==> src/rtl/ex_mem_wb_regs.sv <==
// ex_mem_wb_regs: EX/MEM and MEM/WB pipeline registers with write-back select,
// sticky halt tracking and a retired-instruction counter.
module ex_mem_wb_regs #(
    parameter int BUS_SIZE      = 32,
    parameter int MEM_ADDR_SIZE = 5,
    parameter int CNT_SIZE      = 16
) (
    input  logic                     i_clk,
    input  logic                     i_reset,
    input  logic                     i_enable,
    input  logic                     i_flush,
    input  logic                     i_ex_valid,
    input  logic                     i_ex_wb,
    input  logic                     i_ex_mem_to_reg,
    input  logic                     i_ex_mem_rd,
    input  logic                     i_ex_mem_wr,
    input  logic                     i_ex_halt,
    input  logic [MEM_ADDR_SIZE-1:0] i_ex_addr,
    input  logic [BUS_SIZE-1:0]      i_ex_alu_result,
    input  logic [BUS_SIZE-1:0]      i_ex_store_data,
    input  logic [BUS_SIZE-1:0]      i_mem_rd_data,
    output logic                     o_ex_mem_wb,
    output logic                     o_ex_mem_mem_rd,
    output logic                     o_ex_mem_mem_wr,
    output logic [MEM_ADDR_SIZE-1:0] o_ex_mem_addr,
    output logic [BUS_SIZE-1:0]      o_ex_mem_alu_result,
    output logic [BUS_SIZE-1:0]      o_ex_mem_store_data,
    output logic                     o_mem_wb_wb,
    output logic [MEM_ADDR_SIZE-1:0] o_mem_wb_addr,
    output logic [BUS_SIZE-1:0]      o_mem_wb_data,
    output logic                     o_halted,
    output logic [CNT_SIZE-1:0]      o_retired
);
    logic adv, bubble;
    logic em_valid_d, em_valid_q, em_wb_d, em_wb_q, em_m2r_d, em_m2r_q;
    logic em_rd_d, em_rd_q, em_wr_d, em_wr_q, em_halt_d, em_halt_q;
    logic [MEM_ADDR_SIZE-1:0] em_addr_d, em_addr_q, mw_addr_d, mw_addr_q;
    logic [BUS_SIZE-1:0] em_alu_d, em_alu_q, em_st_d, em_st_q, mw_data_d, mw_data_q;
    logic mw_wb_d, mw_wb_q, halted_d, halted_q;
    logic [CNT_SIZE-1:0] retired_d, retired_q;

    // MEM/WB valid and halt are folded into the retired counter and halted flag
    always_comb begin
        adv        = i_enable & ~halted_q;
        bubble     = i_flush | ~i_ex_valid;
        em_valid_d = adv ? ~bubble : em_valid_q;
        em_wb_d    = adv ? ~bubble & i_ex_wb & (i_ex_addr != '0) : em_wb_q;
        em_m2r_d   = adv ? ~bubble & i_ex_mem_to_reg : em_m2r_q;
        em_rd_d    = adv ? ~bubble & i_ex_mem_rd : em_rd_q;
        em_wr_d    = adv ? ~bubble & i_ex_mem_wr : em_wr_q;
        em_halt_d  = adv ? ~bubble & i_ex_halt : em_halt_q;
        em_addr_d  = adv ? (bubble ? '0 : i_ex_addr) : em_addr_q;
        em_alu_d   = adv ? (bubble ? '0 : i_ex_alu_result) : em_alu_q;
        em_st_d    = adv ? (bubble ? '0 : i_ex_store_data) : em_st_q;
        mw_wb_d    = adv ? em_wb_q : mw_wb_q;
        mw_addr_d  = adv ? em_addr_q : mw_addr_q;
        mw_data_d  = adv ? (em_m2r_q ? i_mem_rd_data : em_alu_q) : mw_data_q;
        halted_d   = halted_q | (adv & em_halt_q);
        retired_d  = retired_q + CNT_SIZE'(adv & em_valid_q);
    end

    always_ff @(posedge i_clk or negedge i_reset) begin
        if (!i_reset) begin
            em_valid_q <= 1'b0;
            em_wb_q    <= 1'b0;
            em_m2r_q   <= 1'b0;
            em_rd_q    <= 1'b0;
            em_wr_q    <= 1'b0;
            em_halt_q  <= 1'b0;
            em_addr_q  <= '0;
            em_alu_q   <= '0;
            em_st_q    <= '0;
            mw_wb_q    <= 1'b0;
            mw_addr_q  <= '0;
            mw_data_q  <= '0;
            halted_q   <= 1'b0;
            retired_q  <= '0;
        end else begin
            em_valid_q <= em_valid_d;
            em_wb_q    <= em_wb_d;
            em_m2r_q   <= em_m2r_d;
            em_rd_q    <= em_rd_d;
            em_wr_q    <= em_wr_d;
            em_halt_q  <= em_halt_d;
            em_addr_q  <= em_addr_d;
            em_alu_q   <= em_alu_d;
            em_st_q    <= em_st_d;
            mw_wb_q    <= mw_wb_d;
            mw_addr_q  <= mw_addr_d;
            mw_data_q  <= mw_data_d;
            halted_q   <= halted_d;
            retired_q  <= retired_d;
        end
    end

    assign o_ex_mem_wb         = em_wb_q;
    assign o_ex_mem_mem_rd     = em_rd_q;
    assign o_ex_mem_mem_wr     = em_wr_q;
    assign o_ex_mem_addr       = em_addr_q;
    assign o_ex_mem_alu_result = em_alu_q;
    assign o_ex_mem_store_data = em_st_q;
    assign o_mem_wb_wb         = mw_wb_q;
    assign o_mem_wb_addr       = mw_addr_q;
    assign o_mem_wb_data       = mw_data_q;
    assign o_halted            = halted_q;
    assign o_retired           = retired_q;
endmodule

==> config.mk <==
export PLATFORM = sky130hd
export DESIGN_NAME = ex_mem_wb_regs
export DESIGN_NICKNAME = d
export VERILOG_FILES = /design/src/rtl/ex_mem_wb_regs.sv
export SDC_FILE = /design/constraint.sdc
export NUM_CORES = 1
export LEC_CHECK = 0
export BUFFER_PORTS_ARGS = -buffer_cell sky130_fd_sc_hd__buf_2
export CAP_MARGIN = 20
export CORE_MARGIN = 4
export CORE_UTILIZATION = 30
export DETAILED_ROUTE_END_ITERATION = 8
export PLACE_DENSITY_LB_ADDON = 0.1
export SYNTH_ARGS = -nofsm -noshare
export SYNTH_HDL_FRONTEND = slang
export SYNTH_SLANG_ARGS = --single-unit
==> constraint.sdc <==
create_clock -name i_clk -period 2 [get_ports i_clk]
set_input_delay 0.2 -clock i_clk [delete_from_list [all_inputs] [get_ports i_clk]]
set_output_delay 0.2 -clock i_clk [all_outputs]
set_load 0.05 [all_outputs]
### After elaboration in Yosys (flattened, before gate mapping)

Cells that the tools add are included.
W data, S select, Z words.

| word-level totals | value |
|---|---|
| bits in registers | 130 |
| input bits | 111 |
| output and inout bits | 127 |
| logic and storage cells | 34 |

| cells by class | value |
|---|---|
| add/subtract/negate cells | 1 |
| multiplexer cells | 4 |
| bitwise gates (word level) | 14 |
| reductions and logical operators | 1 |

Operator list:

| cell | count |
|---|---|
| $mux W32 | 3 |
| $add A16 B1 Y16 | 1 |
| $and A1 B1 Y1 | 9 |
| $mux W5 | 1 |
| $reduce_bool A5 Y1 | 1 |
| $not A1 Y1 | 3 |
| $or A1 B1 Y1 | 2 |

### Logic depth before layout (Yosys ltp)

Gate-level depths: netlist of the first run.

| logic depth | value |
|---|---|
| word-level depth | 5 |
| depth in mapped cells | 10 |
| gate-level depth less buffers | 7 |

### Worst setup path after synthesis of the first run

No wires, ideal clock.

| timing path | value |
|---|---|
| path type | register -> register |
| start point | register halted_q, in the netlist o_halted |
| end point | register retired_q[14], in the netlist o_retired[14] |
| data arrival time | 2.328 ns |
| required time | 1.856 ns |
| setup slack | -0.472 ns |
| stages on the path, launching flop included | 11 |
| path buffers | 3 |
| clock period less this slack | 2.472 ns |
| cells stage by stage | dfrtp_1 -> nand2b_4 -> buf_2 -> buf_4 -> buf_2 -> nor2_1 -> ha_1 -> ha_1 -> nand3_1 -> nor4_1 -> xor2_1 |

| on the way | value |
|---|---|
| word-level cells in the longest chain between the ends | 4 |

RTL lines:

| item | line | RTL |
|---|---|---|
| start: declaration | 39 | `logic mw_wb_d, mw_wb_q, halted_d, halted_q;` |
| start signal: assignment | 91 | `halted_q <= halted_d;` |
| $not A1 Y1 | 44 | `adv = i_enable & ~halted_q;` |
| $and A1 B1 Y1 | 44 |  |
| $and A1 B1 Y1 | 59 | `retired_d = retired_q + CNT_SIZE'(adv & em_valid_q);` |
| $add A16 B1 Y16 | 59 |  |
| net retired_d[14] | 40 | `logic [CNT_SIZE-1:0] retired_d, retired_q;` |
| end signal: assignment | 92 | `retired_q <= retired_d;` |
| end: declaration | 40 |  |

The timed path passes the listed nets, and every way through them passes these cells.
A chain may end at the register's enable or synchronous reset.

### Worst setup path after layout of the first run

| timing path | value |
|---|---|
| start point | register halted_q, in the netlist o_halted |
| end point | register mw_addr_q[1], in the netlist o_mem_wb_addr[1] |

| on the way | value |
|---|---|
| word-level cells in the longest chain between the ends | 2 |

RTL lines:

| item | line | RTL |
|---|---|---|
| $not A1 Y1 | 44 |  |
| $and A1 B1 Y1 | 44 |  |
| end signal: assignment | 89 | `mw_addr_q <= mw_addr_d;` |
| end: declaration | 37 | `logic [MEM_ADDR_SIZE-1:0] em_addr_d, em_addr_q, mw_addr_d, mw_addr_q;` |

No other way between the ends.

==> results.md, run 1 <==
- The number of max-cap violations is 0.
- Averaged over all synthesized cells, the footprint is about 13 sq um.
- In this run the worst hold path is classified as in2reg.
- The cell area after layout is around 7600 sq um.
- For this run, the register share of the synthesized area comes to roughly 64%.
- Yosys attributes the largest share of cell area to dfrtp_1 (64%), a22o_1 (13%), mux2i_1 (6.3%).
- Setup repair after global routing left no endpoint under its margin.
- In the synthesized netlist, the cells that appear most often are dfrtp_1 (130), a22o_1 (73), nand2_1 (37).
- Of the post-synthesis cell area, the dominant cell type holds 63.9%.
- The worst supply voltage drop on vdd is between 1000 and 1500 uV.
- The count of final hold-check violations is 0.
- After clock tree synthesis, the flow added hold-fix buffers numbering 38.
- Measured along the y axis, the die boundary spans roughly 140 um.
- The maximum clock skew at final layout is roughly 0.01 ns.
- The synthesis warning total is 0.
- The maximum operating frequency is roughly 570 MHz.
- The signed area change from the synthesized netlist to the final layout is 48.4%.
- The quantity of gates resized following cts is 0.
- During I/O placement, the number of pins put on the boundary was 238.
- The clock reaches the later pin of the worst-skew pair after ~0.40 ns.
- After legalization and detailed placement, the total HPWL measured roughly 10 mm.
- The total die area is around 19000 sq um.
- The tree built by TritonCTS fans out to 130 sinks.
- The core region is 16600 sq um.
- In this run the remaining antenna-violating nets after routing total 0.
- The period utilization is ~88%.
- Synthesis produced 385 cells.
- The detailed-router iteration count before antenna repair is 4.
- For this run, the post-layout net count is 775.
- The initial core utilization is 30.7%.
- Buffers inserted during clock tree synthesis total 17.
- The worst setup path is captured at a flip-flop.
- The analysis attributes to cell leakage a power of 3.97 nW.
- After clock tree synthesis, the clock-pin slew on the worst setup and hold paths is ~0.06 ns.
- STA classifies the critical path startpoint as a flip-flop.
- Using the TritonRoute via totals, the vias-per-cell ratio works out to approximately 4.5.
- The actual transition at the worst max-transition pin is a little over 0.8 ns.
- The max-slew violation total from the final report was 0.
- The repair_antennas step left the layout with diodes totalling 0.
- For this run, asynchronously set or reset flops after synthesis account for between 90% and 100%.
- Entering global routing, the biggest net connects 83 pins.
- The via count is roughly 4100.
- The die is 138 um wide.
- The routed wire length is between 10 and 15 mm.
- The count of standard-cell rows is 47.
- The congestion estimate from routability-driven global placement came to slightly below 0.8.
- In the global route stage, overall resource usage came out at between 10% and 20%.
- TritonCTS built the clock tree.
- The pre-CTS worst setup slack is 0.235 ns.
- The synthesized netlist occupies a cell area of just over 5000 sq um.
- The maximum number of buffers from clock root to sink is 2.
- The flow ran to the end, and the final reports show no timing, DRC or antenna violations.
- Setup violations remaining at the end of the flow were counted as 0.
- The placed standard-cell area is approximately 6600 sq um.
- Measured against its own limit, the worst slew margin works out to between 40% and 50%.
- The root cell of the clock tree is clkbuf_16.
- Data arrives at the worst endpoint at just over 2 ns.
- The flop and latch count out of synthesis is 130.
- The number of enable flip-flop cells after synthesis is 0.
- The sum of overflow across all layers after global routing is 0.
- The number of distinct library cells after synthesis is 25.
- The number of global-route vias before repair is approximately 4300.
- Of all nets on the critical path, the largest fanout is slightly above 80.
- The first global-routing pass estimated around 23 mm of wire.
- The number of nets produced by synthesis is 499.
- The initial antenna violation count was 1.
- CTS built an H-tree with a depth of 4.
- The worst-case setup margin in the final layout is roughly 0.24 ns.
- The detailed router finished its first iteration with 148 violations.
- The worst setup path is of the reg2reg kind.
- Data on the critical path is required at its endpoint by about 2.3 ns.
- The count of input and output buffers is 237.
- For this run, the leading register cell type out of synthesis is dfrtp_1.
- In this run the power density over the cells is about 1900 nW/um^2.
- In the post-synthesis netlist, the cell with the most instances is dfrtp_1.
- The final critical path time including I/O delays and setup is roughly 1.8 ns.
- Dividing the detail-routed wire length by the instance count gives approximately 16 um.
- In the final layout, the share of cells above drive strength 1 is between 40% and 50%.
- For this run, design rule violations remaining after detail routing come to 0.
- The number of setup buffers added after CTS is 0.
- dfrtp_1 takes more of the synthesized area than any other cell.
## sequential cells by signal, indices dropped and copies added, names as in the netlist
register / flops
o_halted: 1
o_ex_mem_alu_result: 32
em_valid_q: 1
o_mem_wb_wb: 1
o_ex_mem_mem_wr: 1
o_ex_mem_addr: 5
em_m2r_q: 1
o_ex_mem_store_data: 32
em_halt_q: 1
o_ex_mem_wb: 1
o_mem_wb_addr: 5
o_retired: 16
o_mem_wb_data: 32
o_ex_mem_mem_rd: 1
## critical path, cell delays in order (launching register included)
cell and delay (ns):
dfrtp_2 0.36, nand2b_4 0.17, buf_4 0.65, mux2_2 0.41
## stage by stage
step | hold WS, ns | total power [mW] | TNS (ns) | cells | util (%)
2_1_floorplan | -0.0956 | 9.78 | -0.0569 | 385 | -
3_3_place_gp | 0.238 | 11.6 | 0 | 822 | 39.7
3_5_place_dp | 0.237 | 11.6 | 0 | 822 | 39.7
4_1_cts | 0.0000610 | 14.7 | 0 | 891 | 45.5
5_1_grt | 0.00384 | 15.3 | 0 | 893 | 45.6
6_report | 0.0206 | 14.5 | 0 | 893 | 45.6
## where the power goes
group | switching [mW] | total, mW | internal (mW)
sequential | 0.738 | 4.47 | 3.73
combinational | 5.17 | 7.09 | 1.92
clock | 1.04 | 2.97 | 1.92
total | 6.95 | 14.5 | 7.57
## cell families (layout without fill, tap and decap cells)
logic type                 Yosys count  count (layout)  synth area share, %
xor gates and xnor gates            14              14                 2.41
DFF                                130             130                 63.9
adders and majority gates            3               3                0.737
buffers and inverters               31             319                 3.51
muxes                               38              38                 7.62
and+or+nand+nor                     61              61                 5.65
AOI/OAI and AO/OA                  108             108                 16.2
## placed cells by master, fill, tap and decap left out
| cell | netlist | final |
|---|---|---|
| buf_2 | 14 | 236 |
| dfrtp_1 | 130 | 128 |
| a22o_1 | 73 | 73 |
| dlygate4sd3_1 | 0 | 40 |
| nand2_1 | 37 | 37 |
| mux2i_1 | 32 | 32 |
| o21ai_0 | 32 | 32 |
| clkbuf_16 | 0 | 17 |
| xor2_1 | 9 | 9 |
| mux2_2 | 6 | 6 |
| clkbuf_1 | 7 | 6 |
| xnor2_1 | 5 | 5 |
| buf_4 | 2 | 5 |
| nand4_1 | 4 | 4 |
| nor2_1 | 5 | 4 |
| buf_12 | 0 | 4 |
| inv_1 | 3 | 3 |
| clkbuf_8 | 0 | 3 |
| nand3_1 | 3 | 2 |
| nor4_2 | 0 | 2 |
| nor3_2 | 0 | 2 |
| nor3_1 | 4 | 2 |
| a21o_1 | 2 | 2 |
| ha_4 | 0 | 2 |
| bufinv_16 | 0 | 2 |
| clkinv_2 | 0 | 2 |
| dfrtp_2 | 0 | 2 |
| nand2b_4 | 1 | 1 |
| nor2_4 | 0 | 1 |
| nand4_2 | 1 | 1 |
| nand3_4 | 0 | 1 |
| nor4_4 | 0 | 1 |
| nor4_1 | 4 | 1 |
| and3_1 | 1 | 1 |
| nor3b_4 | 0 | 1 |
| a32o_1 | 1 | 1 |
| ha_1 | 3 | 1 |
| clkinvlp_4 | 0 | 1 |
## layout make-up
type / instances / area [sq um]
Inverter: 3 / 11.3
Multi-Input combinational cell: 224 / 1750
Tap cell: 220 / 275
Clock inverter: 5 / 77.6
Sequential cell: 130 / 3260
Timing Repair Buffer: 285 / 1700
Fill cell: 1585 / 9030
Clock buffer: 26 / 489
## path summary, 6_finish.rpt
path / start / end / slack (ns) / cells after the start
setup reg to reg: o_halted / o_mem_wb_addr[1] / 0.24 / 3
max in group asynchronous: i_reset / o_mem_wb_data[1] / 1.30 / 3
hold reg to reg: o_mem_wb_data[1] / o_mem_wb_data[1] / 0.47 / 2
setup / recovery: o_halted / o_mem_wb_addr[1] / 0.24 / 3
hold / removal: i_ex_alu_result[24] / o_ex_mem_alu_result[24] / 0.02 / 2
min in group asynchronous: i_reset / o_retired[6] / 0.34 / 3
## per-layer routing
layer / vias to the layer above / track usage, % / wire length [um]
met5: - / 0 / 13
met4: 2 / 5.15 / 239
met3: 18 / 5.21 / 1080
met2: 168 / 22.7 / 6490
met1: 1922 / 19.3 / 6160
li1: 1951 / - / -
No activity file was read; power rests on OpenSTA's default activity.
==> run 2, diff against run 1 <==
Settings changed: RECOVER_POWER set to 50.
==> run 2 against run 1 <==
Compared with the run above:
- clock power hardly changed
- cell area is 1.4% lower
- die area stayed put
- combinational power is 2% lower
- clock-buffer cell count stayed put
- first-iteration DRC count is 11% lower
- wire length hardly changed
- sequential share of layout area is 0.59 points higher
- register-to-register slack hardly changed
- fmax is 0.36% higher
- setup slack better by 0.0063 ns
- core utilization is 0.62 points lower
- critical endpoint is now o_retired[10]
- highest routed layer unchanged
==> results.md, run 2 (same netlist as run 1, synthesis figures left out) <==
- The routed via count divided by cell count is 4.57 (+0.39%).
- The pre-CTS worst setup slack is 0.235 ns (unchanged).
- The die boundary width is 138 um (unchanged).
- The ratio of total power to cell area is 1930 nW/um^2 (+0.35%).
- The number of inserted filler cells in the final layout is 1614 (+1.8%).
- The area inside the core boundary is 16600 sq um (unchanged).
- The worst hold slack after final layout is 0.0227 ns (+0.00212 ns).
- The max-slew violation total from the final report is 0 (unchanged).
- The worst setup slack for register-to-register paths came to 0.25 ns (about the same).
- The count of nets after finishing is 775 (unchanged).
- The remaining max-slew budget at the tightest pin is 33.8% (-12 points).
- The actual transition at the worst max-transition pin is 0.993 ns (+0.177 ns).
- The count of standard-cell rows was 47 (unchanged).
- The count of final hold-check violations is 0 (unchanged).
- The detailed-router iteration count before antenna repair is 4 (unchanged).
- The sum of overflow across all layers after global routing was 0 (unchanged).
- The global-route met2 utilization came to 22.7% (unchanged).
- The clock sink count is 130 (unchanged).
- TritonCTS built the clock tree.
- The count of input and output buffers is 237 (unchanged).
- The DRC violation total after the first TritonRoute iteration was 132 (-11%).
- The worst-case reg-to-reg path depth was 7 (+4).
- The data arrival time of the critical path was 2.08 ns (+0.03 ns).
- The y dimension of the die is 138 um (unchanged).
- The total die area is 19100 sq um (unchanged).
- The fraction of final layout cells sized beyond drive strength 1 came to 35.2% (-7.9 points).
- In this run the most used layer during global routing was met2.
- The instance count on the critical path is 7 (+4).
- The delay of the slowest critical-path stage is 0.40 ns (-0.25 ns).
- The maximum operating frequency is 571 MHz (+0.36%).
- The total DRC errors in the routed layout was 0 (unchanged).
- The number of levels in the clock H-tree is 4 (unchanged).
- The critical path goes through nand2b_4 -> nor2_1 -> ha_4 -> ha_4 -> nand3_4 -> nor3_2 -> xor2_1.
- The setup-violating endpoint count in the final report came to 0 (unchanged).
- In this run the worst hold path is classified as in2reg.
- The run finished with clean final reports.
- The number of buffers inserted by post-CTS setup repair is 0 (unchanged).
- The quantity of gates resized following cts is 0 (unchanged).
- The storage element area is 3260 sq um (unchanged).
- The worst-case setup margin in the final layout is 0.248 ns (+0.00629 ns).
- The data required time of the critical path was 2.32 ns (+0.03 ns).
- The via count is 4077 (+0.39%).
- The pin count of the biggest net entering global routing is 83 (unchanged).
- The maximum number of buffers from clock root to sink is 2 (unchanged).
- The top fanout value on the critical path was 6 (-93%).
- The final critical path time including I/O delays and setup was 1.75 ns (-0.00629 ns).
- The clock latency at the later pin of the worst-skew pair is 0.40 ns (about the same).
- The total CTS buffers was 17 (unchanged).
- The highest-delay cell along the critical path is dfrtp_2.
- The count of pins on the block boundary is 238 (unchanged).
- The met1 demand-to-capacity share in global routing is 19.3% (unchanged).
- The number of hold-repair buffers added at the cts stage came to 38 (unchanged).
- The multi-input gate area in the final layout is 1740 sq um (-0.43%).
- The initial core utilization is 30.7% (unchanged).
- The worst reg2reg path startpoint is o_halted.
- The final weighted congestion of routability-driven global placement came to 0.792 (unchanged).
- The half-perimeter wire length of the detailed placement result was 9.98 mm (unchanged).
- The initial antenna violation count is 1 (unchanged).
- The signed area change from the synthesized netlist to the final layout is 46.4%.
- The period utilization is 87.6% (-0.31 points).
- The routed wire length is 14.0 mm (about the same).
- The root cell of the clock tree is clkbuf_16.
- The worst supply voltage drop on vdd came to 1080 uV (-0.73%).
- In this design, the critical path's most frequently occurring cell is ha_4.
- The worst setup path is launched from a flip-flop.
- Setup repair after global routing left no endpoint under its margin.
- The worst setup path is captured at a flip-flop.
- The total global routing track utilization is 14.7% (unchanged).
- The worst register-to-register path ends at o_retired[10].
- The number of global-route vias before repair was 4278 (unchanged).
- The first-pass GRT wire length is 23.0 mm (unchanged).
- The clock-pin transition on the worst setup and hold timing paths is 0.05 ns (about the same).
- Tracing the worst setup path back leads to its startpoint at o_halted.
- The critical path class is reg2reg.
- The leakage power total is 3.75 nW (-5.4%).
- The number of max-cap violations is 0 (unchanged).
- The count of buffer and inverter cells on the critical path is 0 (-1).
- The per-cell routed wire length is 15.7 um (about the same).
- The overall power is 14.4 mW (-1.0%).
- Grouping stages by cell kind, the critical path spends the most delay in simple AND/OR/NAND/NOR gates.
- The top cell types in the final layout, fill and taps aside, are buf_2 (186), dfrtp_1 (128), a22o_1 (73), clkbuf_1 (58), dlygate4sd3_1 (40).
- The remaining number of nets flagged by the antenna check after routing came to 0 (unchanged).
- The antenna diode count is 0 (unchanged).
- The commonest non-fill, non-tap cell in the layout is buf_2.
- The met3 layer usage reported by global route is 5.21% (unchanged).
- The termination of the worst setup path is o_retired[10].
- The maximum clock skew at final layout came to 0.00991 ns (-0.0000738 ns).
==> run 2: cell types whose count changed in the layout (fill, tap and decap cells not counted) <==
cell      previous run  this run
nor2_4               1         0
clkbuf_4             0         1
nor2_1               4         5
buf_2              236       186
buf_12               4         2
clkbuf_1             6        58
buf_4                5         4
==> run 2: layout make-up <==
class / instances / share of cell area (%)
Clock buffer: 26 / 6.56
Clock inverter: 5 / 1.04
Inverter: 3 / 0.151
Multi-Input combinational cell: 224 / 23.4
Sequential cell: 130 / 43.7
Tap cell: 220 / 3.69
Timing Repair Buffer: 285 / 21.5
==> run 2: worst register-to-register path: cells and delay by family, from the launching register on <==
kind,cells,cell delay [ns]
simple gates,4,0.78
flops,1,0.40
fa+ha+maj,2,0.34
xor+xnor,1,0.15
==> run 2: how the worst min path moves through the flow <==
stage | startpoint | endpoint | cells after the start
floorplan | i_reset | em_halt_q | 0
global placement | i_reset | o_retired[6] | 2
detailed placement | i_reset | o_retired[6] | 2
CTS | i_ex_store_data[16] | o_ex_mem_store_data[16] | 2
global route | i_ex_store_data[26] | o_ex_mem_store_data[26] | 2
finish | i_ex_alu_result[23] | o_ex_mem_alu_result[23] | 2
==> run 2: routing by layer <==
metal / part of all wire, % / wire [um]
met1: 44 / 6160
met3: 7.4 / 1040
met4: 1.7 / 240
met5: 0.093 / 13
met2: 47 / 6540
==> run 2: per-stage QoR <==
step                      TNS [ns]  std cells  cell area, sq um  utilization [%]
after floorplan            -0.0569        385              5190                -
final                            0        893              7450             45.0
after CTS                        0        891              7540             45.5
after global routing             0        893              7450             45.0
after global placement           0        822              6590             39.7
after detailed placement         0        822              6590             39.7
==> run 2: power by group <==
| group | switching (mW) | internal (mW) | total (mW) | leakage, nW |
|---|---|---|---|---|
| Clock | 1.04 | 1.92 | 2.97 | 0.274 |
| Sequential | 0.744 | 3.73 | 4.48 | 1.74 |
| Combinational | 5.17 | 1.77 | 6.93 | 1.74 |
==> run 3, diff against run 2 <==
Settings changed: CORE_ASPECT_RATIO set to 0.6.
==> run 3 against run 2 <==
Compared with the run above:
- setup slack gained 0.057 ns
- non-clock buffer count shrank 10
- critical path depth unchanged
- first-iteration DRC count grew 62%
- sequential power is essentially flat
- worst hold slack lost 0.0040 ns
- fmax rose by 3.4%
- register-to-register slack better by 0.06 ns
- wire length up 8.8%
- clock-buffer cell count down 5
- die area is 0.36% higher
- largest cell class unchanged
==> results.md, run 3 (same netlist as run 1, synthesis figures left out) <==
- The flow ran to the end, and the final reports show no timing, DRC or antenna violations.
- The count of input and output buffers is 237 (unchanged).
- The number of global-route vias before repair is 4324 (+1.1%).
- The leakage power total is 3.71 nW (-1.1%).
- The area inside the core boundary came to 16400 sq um (-0.86%).
- The proportion of power drawn by flip-flops and latches is 30.7% (-0.4 points).
- The antenna diode count was 0 (unchanged).
- The switching share of power was 48.9% (+0.50 points).
- The fraction of final layout cells sized beyond drive strength 1 was 36.0% (+0.78 points).
- The number of inserted filler cells in the final layout is 1577 (-2.3%).
- The number of max-cap violations is 0 (unchanged).
- The final critical path time including I/O delays and setup was 1.70 ns (-0.0573 ns).
- The maximum number of buffers from clock root to sink is 2 (unchanged).
- The final weighted congestion of routability-driven global placement is 0.779 (-1.6%).
- The pin count of the biggest net entering global routing is 130 (+57%).
- The part of the power in combinational logic came to 47.8% (-0.4 points).
- The setup-violating endpoint count in the final report is 0 (unchanged).
- The y dimension of the die is 109 um (-21%).
- The die boundary width came to 176 um (+27%).
- The power share of the clock group is 21.5% (+0.9 points).
- The detailed-router iteration count before antenna repair was 4 (unchanged).
- The per-cell routed wire length is 17.1 um (+8.9%).
- In this run the critical register-to-register path is captured at o_retired[10].
- The total DRC errors in the routed layout is 0 (unchanged).
- The clock tree from TritonCTS is built.
- The maximum operating frequency is 590 MHz (+3.4%).
- The worst supply voltage drop on vdd is 806 uV (-26%).
- The number of buffers inserted by post-CTS setup repair came to 0 (unchanged).
- The initial antenna violation count came to 2 (+1).
- The count of pins on the block boundary is 238 (unchanged).
- The cell area after layout is 7410 sq um (-0.54%).
- The hold path depth is 2 (unchanged).
- The multi-input gate area in the final layout was 1740 sq um (-0.29%).
- The routed via count divided by cell count was 4.61 (+1.0%).
- The class of the worst hold path is in2reg.
- The DRC violation total after the first TritonRoute iteration is 214 (+62%).
- The total CTS buffers is 17 (unchanged).
- The clock latency at the later pin of the worst-skew pair came to 0.40 ns (about the same).
- The data required time of the critical path was 2.33 ns (about the same).
- The count of placed standard cells in the final layout, fillers left out is 892 (-0.11%).
- The remaining max-slew budget at the tightest pin is 33.1% (-0.72 points).
- The worst setup path is of the reg2reg kind.
- The clock-pin transition on the worst setup and hold timing paths is 0.06 ns (about the same).
- The period utilization was 84.8% (-2.9 points).
- The worst setup slack for register-to-register paths is 0.30 ns (+0.06 ns).
- The net switching component of the power is 7.13 mW (+2.6%).
- The actual transition at the worst max-transition pin is 1.00 ns (+0.0108 ns).
- The commonest non-fill, non-tap cell in the layout is buf_2.
- The maximum clock skew at final layout was 0.00886 ns (-0.00104 ns).
- The startpoint identified for the worst register-to-register timing path is o_halted.
- The storage element area came to 3250 sq um (about the same).
- The initial core utilization was 31.0% (+0.27 points).
- The max-slew violation total from the final report was 0 (unchanged).
- The quantity of gates resized following cts was 0 (unchanged).
- Setup repair after global routing left no endpoint under its margin.
- The sum of overflow across all layers after global routing came to 0 (unchanged).
- The first-pass GRT wire length is 24.0 mm (+4.3%).
- The launch point of the critical path is o_halted.
- The cell-internal power was 7.47 mW (+0.57%).
- The number of placed cells counting well taps came to 831 (+1.1%).
- The termination of the worst setup path is o_retired[10].
- The placed standard-cell area is 6620 sq um (+0.51%).
- The count of nets after finishing is 765 (-1.3%).
- STA classifies the critical path startpoint as a flip-flop.
- The via count is 4113 (+0.88%).
- The signed area change from the synthesized netlist to the final layout is 45.6%.
- The total die area came to 19200 sq um (+0.36%).
- The total global routing track utilization came to 16.0% (+1.2 points).
- The count of final hold-check violations came to 0 (unchanged).
- The overall power was 14.6 mW (+1.6%).
- The half-perimeter wire length of the detailed placement result is 10.5 mm (+5.7%).
- The library cells used most frequently in the layout, excluding fill and tap cells, are buf_2 (179), dfrtp_1 (129), a22o_1 (73), clkbuf_1 (57), nand2_1 (37).
- The remaining number of nets flagged by the antenna check after routing is 0 (unchanged).
- The top fanout value on the critical path is 6 (unchanged).
- The count of standard-cell rows came to 36 (-23%).
- The data arrival time of the critical path came to 2.02 ns (-0.06 ns).
- The root cell of the clock tree is clkbuf_16.
- The clock sink count is 130 (unchanged).
- The worst setup path is captured at a flip-flop.
- The number of levels in the clock H-tree is 4 (unchanged).
- The worst-case reg-to-reg path depth is 7 (unchanged).
- The routed wire length is 15.2 mm (+8.8%).
- The ratio of total power to cell area was 1970 nW/um^2 (+2.1%).
[run 3: critical path, cell delays in order, from the launching register on]
cell and delay, ns:
dfrtp_2 0.40, nand2b_4 0.17, nor2_4 0.14, ha_1 0.22, ha_4 0.17, nand3_4 0.13
nor3_2 0.23, xor2_1 0.16
[run 3: power groups by stage]
stage / Clock [mW] / Combinational (mW) / Sequential [mW]
floorplan: 0 / 1.64 / 8.14
global placement: 0 / 7.09 / 4.52
detailed placement: 0 / 7.16 / 4.50
CTS: 3.24 / 7.20 / 4.48
global route: 3.37 / 7.35 / 4.65
finish: 3.14 / 6.98 / 4.48
[run 3: worst min-delay path by stage]
stage / startpoint / to / slack (ns)
finish: i_ex_alu_result[9] / o_ex_mem_alu_result[9] / 0.02
global route: i_ex_alu_result[9] / o_ex_mem_alu_result[9] / 0.00002
CTS: i_ex_alu_result[26] / o_ex_mem_alu_result[26] / 0.0006
detailed placement: i_reset / o_mem_wb_data[17] / 0.14
global placement: i_reset / o_mem_wb_data[17] / 0.13
floorplan: i_reset / em_halt_q / -0.1
[run 3: area by class of cell]
class / instances / area share, %
Clock inverter: 11 / 1.74
Multi-Input combinational cell: 224 / 23.4
Sequential cell: 130 / 43.9
Inverter: 3 / 0.152
Clock buffer: 21 / 6.48
Timing Repair Buffer: 275 / 20.5
Tap cell: 228 / 3.85
[run 3: repair_timing]
action                                  CTS  global route
endpoints found under the setup margin    0             0
hold buffers                             27             2
hold endpoints to repair                 60             2
[run 3: layer usage]
metal,routed length [um],part of all wire (%),GRT usage [%],vias up
li1,-,-,-,1940
met1,7220,47,22.6,2003
met2,6670,44,23.3,151
met3,1190,7.8,5.61,15
met4,123,0.81,4.28,4
met5,24,0.16,0,-
[run 3: through the flow]
stage	setup WS (ns)	hold slack [ns]	util, %	TNS (ns)
after floorplan	-0.0495	-0.0956	-	-0.0569
after global placement	0.364	0.129	40.3	0
after detailed placement	0.343	0.136	40.3	0
after CTS	0.322	0.000584	45.6	0
after global routing	0.144	0.0000164	45.1	0
final	0.305	0.0187	45.1	0
